`src/rtl/load_access_unit_pkg.sv`:
```
// load_access_unit_pkg: load opcodes shared by the load unit and its lane extractor.
package load_access_unit_pkg;
   localparam logic [7:0] EXE_LB_OP  = 8'b1110_0000;
   localparam logic [7:0] EXE_LBU_OP = 8'b1110_0100;
   localparam logic [7:0] EXE_LH_OP  = 8'b1110_0001;
   localparam logic [7:0] EXE_LHU_OP = 8'b1110_0101;
   localparam logic [7:0] EXE_LW_OP  = 8'b1110_0011;
   function automatic logic is_load(input logic [7:0] op);
      return op inside {EXE_LB_OP, EXE_LBU_OP, EXE_LH_OP, EXE_LHU_OP, EXE_LW_OP};
   endfunction
endpackage

```
`src/rtl/load_access_unit_if.sv`:
```
// load_access_unit_if: request/grant/response data-memory port of the load unit.
interface load_access_unit_if;
   logic        mem_req;
   logic [31:0] mem_addr;
   logic        mem_gnt;
   logic        mem_rvalid;
   logic [31:0] mem_rdata;
   modport master (output mem_req, mem_addr, input mem_gnt, mem_rvalid, mem_rdata);
   modport slave (input mem_req, mem_addr, output mem_gnt, mem_rvalid, mem_rdata);
endinterface

```
`src/rtl/load_extract.sv`:
```
// load_extract: little-endian lane select plus sign/zero extension of load data.
module load_extract
   import load_access_unit_pkg::*;
(
   input  logic [31:0] rdata,
   input  logic [7:0]  op,
   input  logic [1:0]  addr,
   output logic [31:0] result
);
   logic [7:0]  b;
   logic [15:0] h;
   always_comb begin
      b = rdata[{addr, 3'b000} +: 8];
      h = addr[1] ? rdata[31:16] : rdata[15:0];
      result = op == EXE_LB_OP  ? {{24{b[7]}}, b} :
               op == EXE_LBU_OP ? {24'b0, b} :
               op == EXE_LH_OP  ? {{16{h[15]}}, h} :
               op == EXE_LHU_OP ? {16'b0, h} : rdata;
   end
endmodule

```
`src/rtl/load_access_unit.sv`:
```
// load_access_unit: E-stage load sequencer with response timeout and flush drain.
// Define LOAD_MISALIGN_EXC_EN to raise adel/badvaddr on misaligned LH/LHU/LW.
module load_access_unit
   import load_access_unit_pkg::*;
#(
   parameter int RESP_TIMEOUT = 64
) (
   input  logic                      clk,
   input  logic                      rst,
   input  logic                      ld_valid,
   input  logic [7:0]                alucontrolE,
   input  logic [31:0]               addressE,
   input  logic                      flush,
   output logic                      ld_ready,
   output logic                      stall,
   load_access_unit_if.master        bus,
   output logic                      ld_done,
   output logic [31:0]               ld_result,
   output logic                      bus_err,
   output logic                      adel,
   output logic [31:0]               badvaddr
);
   typedef enum logic [1:0] {IDLE, REQ, RESP, DRAIN} state_t;
   localparam int TW = $clog2(RESP_TIMEOUT + 1);
   state_t state, state_n;
   logic [TW-1:0] tcnt;
   logic [7:0] op_q;
   logic [1:0] lane_q;
   logic [31:0] addr_q, result_n;
   logic misalign, take, accept, expired, done_n, err_n;
`ifdef LOAD_MISALIGN_EXC_EN
   assign misalign = ((alucontrolE == EXE_LH_OP || alucontrolE == EXE_LHU_OP) && addressE[0]) ||
                     (alucontrolE == EXE_LW_OP && addressE[1:0] != 2'b00);
`else
   assign misalign = 1'b0;
`endif
   assign take = state == IDLE && ld_valid && !flush && is_load(alucontrolE);
   assign accept = take && !misalign;
   assign expired = tcnt == TW'(RESP_TIMEOUT - 1);
   assign ld_ready = state == IDLE;
   assign stall = state != IDLE;
   assign bus.mem_req = state == REQ;
   assign bus.mem_addr = addr_q;
   load_extract u_extract (.rdata(bus.mem_rdata), .op(op_q), .addr(lane_q), .result(result_n));
   // A response that races a flush in RESP is consumed here, so DRAIN never waits for a second one.
   always_comb begin
      state_n = state;
      done_n = 1'b0;
      err_n = 1'b0;
      case (state)
         IDLE:  state_n = accept ? REQ : IDLE;
         REQ:   state_n = flush ? (bus.mem_gnt ? DRAIN : IDLE) : (bus.mem_gnt ? RESP : REQ);
         RESP: begin
            if (bus.mem_rvalid) begin
               state_n = IDLE;
               done_n = !flush;
            end else if (flush) state_n = DRAIN;
            else if (expired) begin
               state_n = IDLE;
               err_n = 1'b1;
            end
         end
         DRAIN: state_n = (bus.mem_rvalid || expired) ? IDLE : DRAIN;
      endcase
   end
   always_ff @(posedge clk or posedge rst) begin
      if (rst) begin
         state <= IDLE;
         tcnt <= '0;
         op_q <= '0;
         lane_q <= '0;
         addr_q <= '0;
         ld_done <= 1'b0;
         ld_result <= '0;
         bus_err <= 1'b0;
      end else begin
         state <= state_n;
         tcnt <= (state_n == state && (state == RESP || state == DRAIN)) ? tcnt + 1'b1 : '0;
         ld_done <= done_n;
         bus_err <= err_n;
         if (done_n) ld_result <= result_n;
         if (accept) begin
            op_q <= alucontrolE;
            lane_q <= addressE[1:0];
            addr_q <= {addressE[31:2], 2'b00};
         end
      end
   end
`ifdef LOAD_MISALIGN_EXC_EN
   always_ff @(posedge clk or posedge rst) begin
      if (rst) begin
         adel <= 1'b0;
         badvaddr <= '0;
      end else begin
         adel <= take && misalign;
         if (take && misalign) badvaddr <= addressE;
      end
   end
`else
   assign adel = 1'b0;
   assign badvaddr = '0;
`endif
endmodule

```
`src/flat_wrapper.sv`:
```
// flat-port wrapper written by rule: the top's interface ports become plain ports
module load_access_unit_flat import load_access_unit_pkg::*;
#(
   parameter int RESP_TIMEOUT = 64
)
  (clk, rst, ld_valid, alucontrolE, addressE, flush, ld_ready, stall, ld_done, ld_result, bus_err, adel, badvaddr, bus_mem_req, bus_mem_addr, bus_mem_gnt, bus_mem_rvalid, bus_mem_rdata);
  load_access_unit_if bus_i ();
  input  logic clk;
  input  logic rst;
  input  logic ld_valid;
  input  logic [7:0] alucontrolE;
  input  logic [31:0] addressE;
  input  logic flush;
  output logic ld_ready;
  output logic stall;
  output logic ld_done;
  output logic [31:0] ld_result;
  output logic bus_err;
  output logic adel;
  output logic [31:0] badvaddr;
  output wire logic [$bits(bus_i.mem_req)-1:0] bus_mem_req;
  output wire logic [$bits(bus_i.mem_addr)-1:0] bus_mem_addr;
  input wire logic [$bits(bus_i.mem_gnt)-1:0] bus_mem_gnt;
  input wire logic [$bits(bus_i.mem_rvalid)-1:0] bus_mem_rvalid;
  input wire logic [$bits(bus_i.mem_rdata)-1:0] bus_mem_rdata;
  assign bus_mem_req = bus_i.mem_req;
  assign bus_mem_addr = bus_i.mem_addr;
  assign bus_i.mem_gnt = bus_mem_gnt;
  assign bus_i.mem_rvalid = bus_mem_rvalid;
  assign bus_i.mem_rdata = bus_mem_rdata;
  load_access_unit #(.RESP_TIMEOUT(RESP_TIMEOUT)) u_core (.clk(clk), .rst(rst), .ld_valid(ld_valid), .alucontrolE(alucontrolE), .addressE(addressE), .flush(flush), .ld_ready(ld_ready), .stall(stall), .bus(bus_i), .ld_done(ld_done), .ld_result(ld_result), .bus_err(bus_err), .adel(adel), .badvaddr(badvaddr));
endmodule
```
`config.mk`:
```
export PLATFORM = sky130hd
export DESIGN_NAME = load_access_unit_flat
export DESIGN_NICKNAME = d
export VERILOG_FILES = /design/src/rtl/load_access_unit_pkg.sv /design/src/rtl/load_access_unit_if.sv /design/src/rtl/load_extract.sv /design/src/rtl/load_access_unit.sv /design/src/flat_wrapper.sv
export SDC_FILE = /design/constraint.sdc
export NUM_CORES = 1
export LEC_CHECK = 0
export CAP_MARGIN = 20
export CORE_AREA = 2 2 99 111
export CTS_BUF_LIST = sky130_fd_sc_hd__clkbuf_4
export DETAILED_ROUTE_END_ITERATION = 7
export DIE_AREA = 0 0 101 113
export PLACE_DENSITY = 0.82
export SYNTH_ARGS = -nofsm -noshare
export SYNTH_HDL_FRONTEND = slang
export SYNTH_HIERARCHICAL = 1
export SYNTH_SLANG_ARGS = --single-unit
```
`constraint.sdc`:
```
create_clock -name clk -period 3.5 [get_ports clk]
set_clock_uncertainty 0.2 [all_clocks]
set_input_delay 0.875 -clock clk [delete_from_list [all_inputs] [get_ports clk]]
set_output_delay 0.875 -clock clk [all_outputs]
set_load 0.02 [all_outputs]
```
==> metrics.csv <==
metric;value;unit
Die Width;101;µm
Fmax achieved;336;MHz
Final Hold Violating Endpoints;0;
Chip Height;113;µm
crit path to;bus_mem_req;
PostCTS Resize Cnt;0;
largest net degree at the start of global routing;84;
CTS Buf Count;9;
Tightest Pin Transition;0.902;ns
status;completed;
Fill cells;787;
setup bufs post-CTS;0;
number of synthesized flops with an enable pin;0;
post-layout instance area;6100;µm²
Pwr Density;521;nW/µm²
ys flop type;dfrtp_1;
Avg Synthesized Cell Area;12.7;µm²
CP endpoint kind;output port;
area grow syn2layout;33.8;%
Tmin final;2.97;ns
CTS Hold Buffers Added;0;
area occupied by multi-input gates;2160;µm²
R2R depth;4;
Arrival @ worst endpoint;1.90;ns
HPWL Detailed;8.46;mm
Max VDD drop;0.000313;V
I/O pin count;180;
via count;3406;
Reg2Reg Setup Slack;1.02;ns
Worst-Skew Late Latency;0.44;ns
Register Area;2080;µm²
cell count of the worst hold path;1;
#FFs+latches synth;83;
die area;11400;µm²
Worst Hold Class;reg -> reg;
Via-to-Cell Ratio;5.48;
share of synthesized flip-flops with an asynchronous set or reset;100;%
residual DRC count;0;
Post-DRT Antenna Nets;0;
worst hold slack;0.274;ns
Routability Congestion;0.808;
Required @ worst endpoint;2.42;ns
Setup crit start kind;flip-flop;
max-cap viol count;0;
area post-placement;5960;µm²
CTS Sinks;83;
clock root buffer;clkbuf_4;
clk slew on worst S/H paths;0.13;ns
critical path startpoint;u_core/state[0];
initial antenna violation count;0;
detailed-route wire length per cell;18.5;µm
critical path peak fanout;6;
Worst R2R Start;u_core/lane_q[1];
GRT met2 Usage;35.1;%
fin nets;573;
relative slew slack;39.8;%
GRT overflow;0;
Post-Syn Area;4560;µm²
Setup violations, final;0;
Tcrit/Tclk final;85.0;%
DR pass1 iterations;4;
core box area;10200;µm²
FP Rows;39;
Unique masters post-synth;48;
RSZ-0062 raised after global routing;no;
Sum Neg Setup Slack;0;ns
Pleak;0.00262;µW
met1 Usage GRT;24.4;%
vias in the first global route;3463;
final WL;11.5;mm
first-pass GRT wire length;18.2;mm
Setup CP Type;reg -> out;
CTS tree;done;
global-route met3 utilization;6.98;%
share of layout cells above drive strength 1;17.8;%
Total GRT Usage;20.6;%
Initial Utilization;44.5;%
RR Endpoint;u_core/ld_result[3];
count of pins over their slew limit;0;
Detailed Route Iter0 Violations;200;
sequential share of the synthesized area;45.5;%
GR peak layer;met2;
n_diodes;0;
IO buf count;144;
CTS H-tree lvls;3;
Syn Inst Count;360;
clk buf depth;2;
Warnings, synthesis;6;
-- cells by family (layout without fill, tap and decap cells) --
group | count (synthesis) | count (layout) | share of synthesized area (%)
flops | 83 | 83 | 45.5
mux | 78 | 78 | 24.2
buf+inv | 74 | 179 | 10.3
compound gates | 63 | 63 | 11.6
simple gates | 56 | 56 | 7.24
xor+xnor | 4 | 4 | 0.768
fa+ha+maj | 1 | 1 | 0.274
other cells | 1 | 35 | 0.0822
-- synthesized netlist by cell type, drive strengths merged, types with 2 or more instances --
master	n	area share, %
a211oi	7	1.2
nand2	10	0.82
nor2	8	0.71
inv	11	0.91
mux4	8	4.5
xor2	3	0.58
nand3b	2	0.33
a21oi	9	0.99
mux2	69	20
nor4	8	1.1
and4b	2	0.44
or3	3	0.41
clkbuf	10	0.82
a221o	8	1.8
nand3	2	0.22
o32ai	14	2.7
nand4	2	0.27
o21ai	2	0.22
dfrtp	83	46
nand2b	4	0.55
or2	5	0.74
o2bb2ai	17	3.3
buf	53	8.5
nor2b	4	0.55
-- critical path, stage by stage (launching register included) --
cell and delay (ns):
dfrtp_1 0.51, nor2b_1 0.29, clkdlybuf4s50_1 0.66
-- through the flow --
| stage | setup WS, ns | utilization [%] | total power [µW] | std cells |
|---|---|---|---|---|
| after floorplan | 0.288 | - | 2030 | 394 |
| after detailed placement | 0.382 | 58.2 | 2640 | 606 |
| after global routing | 0.404 | 59.5 | 3340 | 622 |
| after CTS | 0.496 | 59.5 | 3220 | 622 |
| final | 0.526 | 59.5 | 3180 | 622 |
| after global placement | 0.478 | 58.2 | 2590 | 606 |
-- placed cells by master, fill, tap and decap left out, types with 2 or more instances in the layout --
| cell type | count |
|---|---|
| o32ai_1 | 14 |
| xor2_1 | 3 |
| and4b_1 | 2 |
| nand3b_1 | 2 |
| or2_1 | 4 |
| a221o_1 | 8 |
| or3_1 | 3 |
| o2bb2ai_1 | 17 |
| buf_4 | 6 |
| nand4_1 | 2 |
| inv_6 | 3 |
| nor2_1 | 7 |
| nand3_1 | 2 |
| clkdlybuf4s50_1 | 144 |
| a21oi_1 | 9 |
| nand2b_1 | 4 |
| buf_12 | 2 |
| mux2_2 | 29 |
| mux4_1 | 7 |
| dfrtp_1 | 83 |
| mux2_4 | 30 |
| conb_1 | 35 |
| o21ai_0 | 2 |
| clkbuf_4 | 9 |
| inv_1 | 10 |
| nor2b_1 | 4 |
| a211oi_1 | 7 |
| nor4_1 | 8 |
| clkinvlp_4 | 2 |
| mux2_1 | 10 |
| nand2_1 | 10 |
-- final cells by class --
cell class | instances | area share [%]
Clock buffer | 9 | 1.11
Clock inverter | 7 | 1.23
Inverter | 11 | 0.697
Multi-Input combinational cell | 237 | 35.4
Sequential cell | 83 | 34.0
Tap cell | 123 | 2.52
Timing Repair Buffer | 152 | 25.0
-- per-layer routing --
layer,routed length [µm],share of wire (%),vias to the layer above
li1,-,-,1539
met1,4420,38,1655
met2,5800,50,194
met3,1110,9.6,18
met4,198,1.7,0
met5,0,0,-
-- worst min path at each step --
stage                     slack [ns]              to           start
final                           0.27  u_core/tcnt[0]  u_core/tcnt[0]
after global routing            0.29  u_core/tcnt[0]  u_core/tcnt[0]
after CTS                       0.27  u_core/tcnt[0]  u_core/tcnt[0]
after detailed placement        0.26  u_core/tcnt[0]  u_core/tcnt[0]
after global placement          0.25  u_core/tcnt[0]  u_core/tcnt[0]
after floorplan                 0.23  u_core/tcnt[0]  u_core/tcnt[0]
-- report_power, final --
part           internal, µW  switching (µW)
logic                   687             609
clock network           223             350
registers              1160             147
-- registers in the layout (all words and copies together) (netlist names) --
name / cells
u_core/bus.mem_addr: 30
u_core/bus_err: 1
u_core/lane_q: 2
u_core/ld_done: 1
u_core/ld_result: 32
u_core/op_q: 8
u_core/state: 2
u_core/tcnt: 7
No activity file was read; power rests on OpenSTA's default activity.
